--- config.mk ---
export PLATFORM = sky130hd
export DESIGN_NAME = seg7_scan_capture
export DESIGN_NICKNAME = d
export VERILOG_FILES = /design/src/rtl/seg7_pkg.sv /design/src/rtl/seg7_pattern_decode.sv /design/src/rtl/seg7_scan_capture.sv
export SDC_FILE = /design/constraint.sdc
export NUM_CORES = 1
export LEC_CHECK = 0
export CAP_MARGIN = 10
export CORE_AREA = 4 4 97 99
export CTS_BUF_LIST = sky130_fd_sc_hd__clkbuf_4 sky130_fd_sc_hd__clkbuf_8 sky130_fd_sc_hd__clkbuf_16
export CTS_CLUSTER_DIAMETER = 200
export DETAILED_ROUTE_END_ITERATION = 6
export DIE_AREA = 0 0 101 103
export GPL_ROUTABILITY_DRIVEN = 0
export SLEW_MARGIN = 20
export SYNTH_ARGS = -nofsm -noshare
export SYNTH_HDL_FRONTEND = slang
export SYNTH_SLANG_ARGS = --single-unit
--- constraint.sdc ---
create_clock -name clk -period 3.6 [get_ports clk]
set_clock_uncertainty 0.1 [all_clocks]
set_input_delay 0.72 -clock clk [delete_from_list [all_inputs] [get_ports clk]]
set_output_delay 0.72 -clock clk [all_outputs]
set_load 0.05 [all_outputs]
--- src/rtl/seg7_pkg.sv ---
// seg7_pkg: segment patterns for digits 0-9 and capture FSM states
package seg7_pkg;
  localparam logic [6:0] SEG_BLANK = 7'b1111111;
  localparam logic [9:0][6:0] SEG_DIGIT = {
    7'b0011000, 7'b0000000, 7'b1111000, 7'b0000010, 7'b0010010,
    7'b0011001, 7'b0110000, 7'b0100100, 7'b1111001, 7'b1000000
  };
  typedef enum logic [1:0] {IDLE, SETTLE, CAPTURE, HOLD} state_e;
endpackage

--- src/rtl/seg7_pattern_decode.sv ---
// seg7_pattern_decode: active-low segment pattern to BCD with blank/error flags
module seg7_pattern_decode
  import seg7_pkg::*;
(
  input  logic [6:0] seg_i,
  output logic [3:0] bcd_o,
  output logic       blank_o,
  output logic       err_o
);
  always_comb begin
    bcd_o = '0;
    blank_o = seg_i == SEG_BLANK;
    err_o = !blank_o;
    for (int i = 0; i < 10; i++)
      if (seg_i == SEG_DIGIT[i]) begin
        bcd_o = 4'(i);
        err_o = 1'b0;
      end
  end
endmodule

--- src/rtl/seg7_scan_capture.sv ---
// seg7_scan_capture: rebuilds scanned 7-segment digits into frames over valid/ready
module seg7_scan_capture
  import seg7_pkg::*;
#(
  parameter int NDIG       = 4,
  parameter int STABLE_CYC = 4
) (
  input  logic              clk,
  input  logic              rst,
  input  logic [6:0]        seg_i,
  input  logic [NDIG-1:0]   an_i,
  input  logic              frame_ready_i,
  output logic              frame_valid_o,
  output logic [4*NDIG-1:0] digits_o,
  output logic [NDIG-1:0]   blank_o,
  output logic [NDIG-1:0]   err_o
);
  localparam int CW = $clog2(STABLE_CYC);
  localparam logic [CW-1:0] CNT_MAX  = CW'(STABLE_CYC - 1);
  localparam logic [CW-1:0] CNT_LAST = CW'(STABLE_CYC - 2);
  logic [6:0]        s_seg_q, p_seg_q;
  logic [NDIG-1:0]   s_an_q, p_an_q;
  state_e            state_q, state_d;
  logic [CW-1:0]     cnt_q, cnt_d;
  logic [NDIG-1:0]   mask_q, mask_d, hit;
  logic [4*NDIG-1:0] sh_dig_q, sh_dig_d, dig_q;
  logic [NDIG-1:0]   sh_blank_q, sh_blank_d, blank_q;
  logic [NDIG-1:0]   sh_err_q, sh_err_d, err_q;
  logic              fv_q, fv_d;
  logic              same, an_ok, dec_blank, dec_err;
  logic [3:0]        dec_bcd;
  assign same  = {s_seg_q, s_an_q} == {p_seg_q, p_an_q};
  assign an_ok = $onehot(~s_an_q);
  // capture decodes the previous sample, which is the value that proved stable
  seg7_pattern_decode u_dec (
    .seg_i  (p_seg_q),
    .bcd_o  (dec_bcd),
    .blank_o(dec_blank),
    .err_o  (dec_err)
  );
  always_comb begin
    state_d = state_q;
    cnt_d = '0;
    case (state_q)
      IDLE:    state_d = an_ok ? SETTLE : IDLE;
      SETTLE:
        if (!an_ok) state_d = IDLE;
        else if (same) begin
          cnt_d = cnt_q == CNT_MAX ? cnt_q : cnt_q + 1'b1;
          state_d = cnt_q == CNT_LAST ? CAPTURE : SETTLE;
        end
      CAPTURE: state_d = same ? HOLD : an_ok ? SETTLE : IDLE;
      HOLD:    state_d = same ? HOLD : an_ok ? SETTLE : IDLE;
      default: state_d = IDLE;
    endcase
  end
  assign hit = state_q == CAPTURE ? ~p_an_q : '0;
  always_comb begin
    sh_dig_d = sh_dig_q;
    for (int i = 0; i < NDIG; i++)
      if (hit[i]) sh_dig_d[4*i +: 4] = dec_bcd;
    sh_blank_d = (sh_blank_q & ~hit) | (hit & {NDIG{dec_blank}});
    sh_err_d = (sh_err_q & ~hit) | (hit & {NDIG{dec_err}});
    // a capture coinciding with a transfer keeps its mask bit
    mask_d = (fv_q && frame_ready_i ? '0 : mask_q) | hit;
    fv_d = fv_q ? !frame_ready_i : &mask_q;
  end
  always_ff @(posedge clk or posedge rst)
    if (rst) begin
      s_seg_q <= '1;
      s_an_q <= '1;
      p_seg_q <= '1;
      p_an_q <= '1;
      state_q <= IDLE;
      cnt_q <= '0;
      mask_q <= '0;
      sh_dig_q <= '0;
      sh_blank_q <= '0;
      sh_err_q <= '0;
      dig_q <= '0;
      blank_q <= '0;
      err_q <= '0;
      fv_q <= 1'b0;
    end else begin
      s_seg_q <= seg_i;
      s_an_q <= an_i;
      p_seg_q <= s_seg_q;
      p_an_q <= s_an_q;
      state_q <= state_d;
      cnt_q <= cnt_d;
      mask_q <= mask_d;
      sh_dig_q <= sh_dig_d;
      sh_blank_q <= sh_blank_d;
      sh_err_q <= sh_err_d;
      fv_q <= fv_d;
      if (!fv_q) begin
        dig_q <= sh_dig_d;
        blank_q <= sh_blank_d;
        err_q <= sh_err_d;
      end
    end
  assign frame_valid_o = fv_q;
  assign digits_o = dig_q;
  assign blank_o = blank_q;
  assign err_o = err_q;
endmodule

## Word level (Yosys, flattened, before mapping)

Index checks and enable logic that the tools add are counted.

- Add/subtract/negate cells: 4
- Equality and inequality tests: 19
- Multiplexer cells: 36
- Bitwise gates (word level): 10
- Reduce and logical (&&, ||, !) cells: 7

Operators with widths:

| operator | count |
|---|---|
| $mux 4 | 8 |
| $eq 7x7->1 const B | 4 |
| $eq 7x5->1 const B | 3 |
| $mux 2 | 10 |
| $and 4x4->4 | 4 |
| $eq 7x6->1 const B | 2 |
| $mux 1 | 13 |
| $mux 3 | 4 |
| $not 4->4 | 3 |
| $or 4x4->4 | 3 |
| $eq 11x11->1 | 1 |
| $eq 2x2->1 const B | 4 |
| $eq 7x2->1 const B | 1 |
| $logic_not 7->1 | 1 |
| $pmux 2 s3 | 1 |
| $add 1x1->2 | 2 |
| $ne 4x4->1 const B | 1 |
| $reduce_and 4->1 | 1 |
| $add 2x2->3 | 1 |
| $eq 3x1->1 const B | 1 |
| $ne 3x3->1 const B | 1 |
| $add 2x1->2 const B | 1 |
| $eq 2x1->1 const B | 1 |
| $logic_not 1->1 | 2 |
| other kinds (3) | 3 |

- Register bits after elaboration: 79
- Input port bits: 14
- Output and inout bits: 25
- Logic and storage cells: 90

## Logic depth before layout (Yosys ltp)

- Depth in word-level cells: 14
- Gate-level depth with buffers: 7
- Gate-level depth less buffers: 7

## By module

From an unflattened synthesis, not the netlist that was laid out.

- Cells, all modules: 228
- Area, all modules: 3323.2 µm²

Modules (own cells, without submodules):

| module | instances | cells an instance | area each (µm²) | sequential area each (µm²) |
|---|---|---|---|---|
| seg7_scan_capture | 1 | 182 | 3022.9 | 2004.4 |
| seg7_pattern_decode | 1 | 46 | 300.3 | 0.0 |

## Worst setup path before layout

No wires, ideal clock.

- Path kind: reg-to-reg
- From: register s_an_q[0]
- To: register cnt_q[0]
- Arrival time: 1.921 ns
- Required time: 3.414 ns
- Path slack: 1.493 ns
- Cell stages (with the launch flop): 8
- Buffers on the path: 0
- Period minus slack after synthesis: 2.107 ns
- Cell sequence: dfstp_2 fa_1 inv_1 ha_1 ha_1 nor3b_1 nand3_1 nor3_1

- Longest elaborated chain between the ends: 6

Ends and longest elaborated chain:

| what | line | text |
|---|---|---|
| start, declared | seg7_scan_capture.sv:22 | `logic [NDIG-1:0] s_an_q, p_an_q;` |
| start signal, assigned | seg7_scan_capture.sv:86 | `s_an_q <= an_i;` |
| $not 4->4 | seg7_scan_capture.sv:33 | `assign an_ok = $onehot(~s_an_q);` |
| $add 1x1->2 (implied by the code) | seg7_scan_capture.sv:33 |  |
| $add 2x2->3 (implied by the code) | seg7_scan_capture.sv:33 |  |
| $eq 3x1->1 | seg7_scan_capture.sv:33 |  |
| $mux 2 | seg7_scan_capture.sv:47 | `if (!an_ok) state_d = IDLE;` |
| $mux 2 | seg7_scan_capture.sv:44 | `case (state_q)` |
| end signal, assigned | seg7_scan_capture.sv:90 | `cnt_q <= cnt_d;` |
| end, declared | seg7_scan_capture.sv:24 | `logic [CW-1:0] cnt_q, cnt_d;` |

Several ways; a longest one is shown, not always the timed one.
A chain may end at the register's enable or synchronous reset.

## Worst setup path after layout

- From: register dig_q[12], in the netlist digits_o[12]
- To: output port digits_o[12]

RTL lines:

| what | line | text |
|---|---|---|
| start, declared | seg7_scan_capture.sv:26 | `logic [4*NDIG-1:0] sh_dig_q, sh_dig_d, dig_q;` |
| start signal, assigned | seg7_scan_capture.sv:97 | `dig_q <= sh_dig_d;` |
| end, declared | seg7_scan_capture.sv:14 | `output logic [4*NDIG-1:0] digits_o,` |

No word-level cell between the ends.

==> results.toml <==
[pwr]
fin_total_pwr_mw = 1.84
total_leakage_power_nw = 1.76
power.density_nw_per_um2 = 452
peakVddDrop_mv = 0.278

[logic_synthesis]
synthFlopType = "sky130_fd_sc_hd__dfrtp_1"
yosys-top-cells-area = "sky130_fd_sc_hd__dfrtp_1 43%, sky130_fd_sc_hd__dfstp_2 17%, sky130_fd_sc_hd__nand2_1 4.3%"
synth.net_count = 309
ys_warns = 0
synth.ff_latch_count = 79
yosysSeqAreaShare_pct = 60.0
yosysMostFrequentCell = "sky130_fd_sc_hd__dfrtp_1"
synth.area.mux_share_pct = 3.00
synthDominantAreaCellType = "sky130_fd_sc_hd__dfrtp_1"
synth_commonest_cells = "57 x sky130_fd_sc_hd__dfrtp_1, 38 x sky130_fd_sc_hd__nand2_1, 22 x sky130_fd_sc_hd__dfstp_2"
synth_top_family_by_area = "simple AND/OR/NAND/NOR gates"
postSynth.asyncResetShare_pct = 100
synthesis.area_um2 = 3340
postSynthAreaPerCell_um2 = 11.5
synth_cell_type_count = 45
synth_top_area_share_pct = 42.7
compound_cell_area_share_of_the_yosys_netlist_pct = 10.7
synth_edf_count = 0
synth-xor-area-share_pct = 3.67
post_syn_instances = 290
synth_simple_gate_area_share_pct = 17.6
post_synth_fa_ha_maj_area_fraction_pct = 2.10

[timing]
setup_viol = 0
layout_worst_path_cycle_share_pct = 65.8
report.final.slew_viol_count = 0
tightest_slew_ns = 0.872
layout_min_cycle_time_ns = 2.37
finalSetupTns_ns = 0
grt_setup_unrepaired = "no"
clock.fmax_mhz = 422
hold_violations = 0
slew-limit-headroom_pct = 41.4

[global_route]
grt_pass1_wl_um = 10800
global_route.overflow_total = 0
via_count_of_the_first_global_routing_pass = 2170
largest_net_degree_at_the_start_of_global_routing = 49
number_of_antenna_violations_at_the_first_check_in_global_routing = 0
grt_util_all_layers_pct = 13.5

[clocking]
tritoncts_num_sinks = 79
ctsHoldBuffers = 0
cts_tree = "built"
cts_root_buf = "sky130_fd_sc_hd__clkbuf_8"
max_buffers_root_to_sink = 2
clock_tree.htree_level_count = 3
worst_skew_pair.late_latency_ns = 0.35
cts_setup_buffers = 0
clk_pin_slew_worst_paths_ns = 0.07
cts_buffers = 9
post_cts_resized = 0

[setup_path]
family_with_the_most_delay_on_the_worst_path = "buffers and inverters"
type_of_destination_of_the_critical_path = "output pin"
worst-r2r-cell-count = 7
path_class = "reg2out"
cpMaxStageDelayCell = "sky130_fd_sc_hd__clkdlybuf4s50_1"
cp.buffers_inverters = 1
critical_path_cell_count = 1
cpPeakStageDelay_ns = 0.82
cp_max_fo = 2
worstSetupStartpointType = "flip-flop"
crit_required_ns = 2.78
worst-endpoint-arrival_ns = 1.55
path_cells = "clkdlybuf4s50_1"

[detailed_routing]
routed_via_density = 5.04
met2_length_um = 3010
route.detailed.wl_per_inst_um = 14.7
detail_route.iter0.violations = 162
drt_pass1_iterations = 4
wl_met1_um = 3040
drc = 0
routed.top_layer = "met4"
routed-via-count = 2213
route.antenna.remaining_nets = 0
wl_met3_um = 282
wirelength_um = 6440

[floorplan]
core-area_um2 = 8550
floorplan.rows = 34
die-width_um = 101
die_y_extent_um = 103
design.portCount = 39
design.die.area_um2 = 10400
floorplan.initialDensity_pct = 39.1

[run_status]
run_status = "finished clean"

[hold_path]
hold_path_class = "reg2reg"
hold_depth = 0

[layout]
multi_input_combinational_cell_area_um2 = 1240
antenna_cells_inserted = 0
final-seq-area_um2 = 2000
layout-drive-gt1-share_pct = 19.3
finalNetCount = 345
nFillCells = 816
area_growth_syn_to_layout_pct = 21.5

[placed_design]
hpwl_um = 4480
port-buffer-count = 38

[flow_run]
cap_violations = 0
==> final cells by class <==
class	count	area share [%]
timing repair buffer	40	10.0
sequential	79	49.4
multi-input combinational	190	30.5
clock buffer	13	3.95
tap	108	3.33
clock inverter	3	2.22
inverter	6	0.555
==> worst paths after layout <==
kind / start / to / slack [ns]
setup / recovery: digits_o[12] / digits_o[12] / 1.23
hold reg to reg: s_seg_q[1] / p_seg_q[1] / 0.27
hold / removal: s_seg_q[1] / p_seg_q[1] / 0.27
min in group asynchronous: rst / digits_o[15] / 0.68
setup reg to reg: s_an_q[1] / cnt_q[0] / 1.28
max in group asynchronous: rst / digits_o[5] / 2.03
==> metal layers <==
metal  vias to the layer above  global-route usage, %
met3                        10                   3.99
li1                       1076                      -
met4                         0                   4.70
met1                      1082                   18.1
met2                        45                   20.9
met5                         -                      0
==> cell families (layout without fill, tap and decap cells) <==
group	Yosys count	in the layout
AO/OA/AOI/OAI	50	50
XOR/XNOR	14	14
adder cells (fa/ha/maj)	5	5
buffers and inverters	21	62
flip-flops	79	79
multiplexers	9	9
AND/OR/NAND/NOR	112	112
==> flip-flops by register name, indices dropped and copies added, names as in the netlist, 4 cells and up <==
register / count
p_seg_q: 7
s_an_q: 4
p_an_q: 4
digits_o: 16
err_o: 4
sh_dig_q: 16
mask_q: 4
s_seg_q: 7
sh_blank_q: 4
blank_o: 4
sh_err_q: 4
==> per-stage QoR <==
stage / utilization (%) / cells / worst slack [ns] / area [um^2] / hold slack (ns)
after floorplan: - / 290 / 0.793 / 3340 / 0.260
after global placement: 44.5 / 423 / 1.43 / 3810 / 0.263
after detailed placement: 44.5 / 423 / 1.30 / 3810 / 0.265
after CTS: 47.5 / 439 / 1.22 / 4060 / 0.277
after global routing: 47.5 / 439 / 1.13 / 4060 / 0.279
final: 47.5 / 439 / 1.23 / 4060 / 0.275
==> layout by cell type (no fill, tap or decap), types with 7 or more instances in the layout <==
master                             n
sky130_fd_sc_hd__xor2_1           13
sky130_fd_sc_hd__mux2_2            8
sky130_fd_sc_hd__dfstp_2          22
sky130_fd_sc_hd__clkdlybuf4s50_1  38
sky130_fd_sc_hd__o21ai_0          12
sky130_fd_sc_hd__nor2_1           21
sky130_fd_sc_hd__o31ai_1          17
sky130_fd_sc_hd__nand2_1          38
sky130_fd_sc_hd__a21oi_1           7
sky130_fd_sc_hd__clkbuf_8         10
sky130_fd_sc_hd__nor3_1           14
sky130_fd_sc_hd__dfrtp_1          57
sky130_fd_sc_hd__nor3b_1           9
==> report_power, final <==
group	switching [mW]	internal [mW]
Sequential	0.0280	0.918
Combinational	0.0429	0.0378
Clock	0.305	0.504
(Power assumes the default switching activity.)
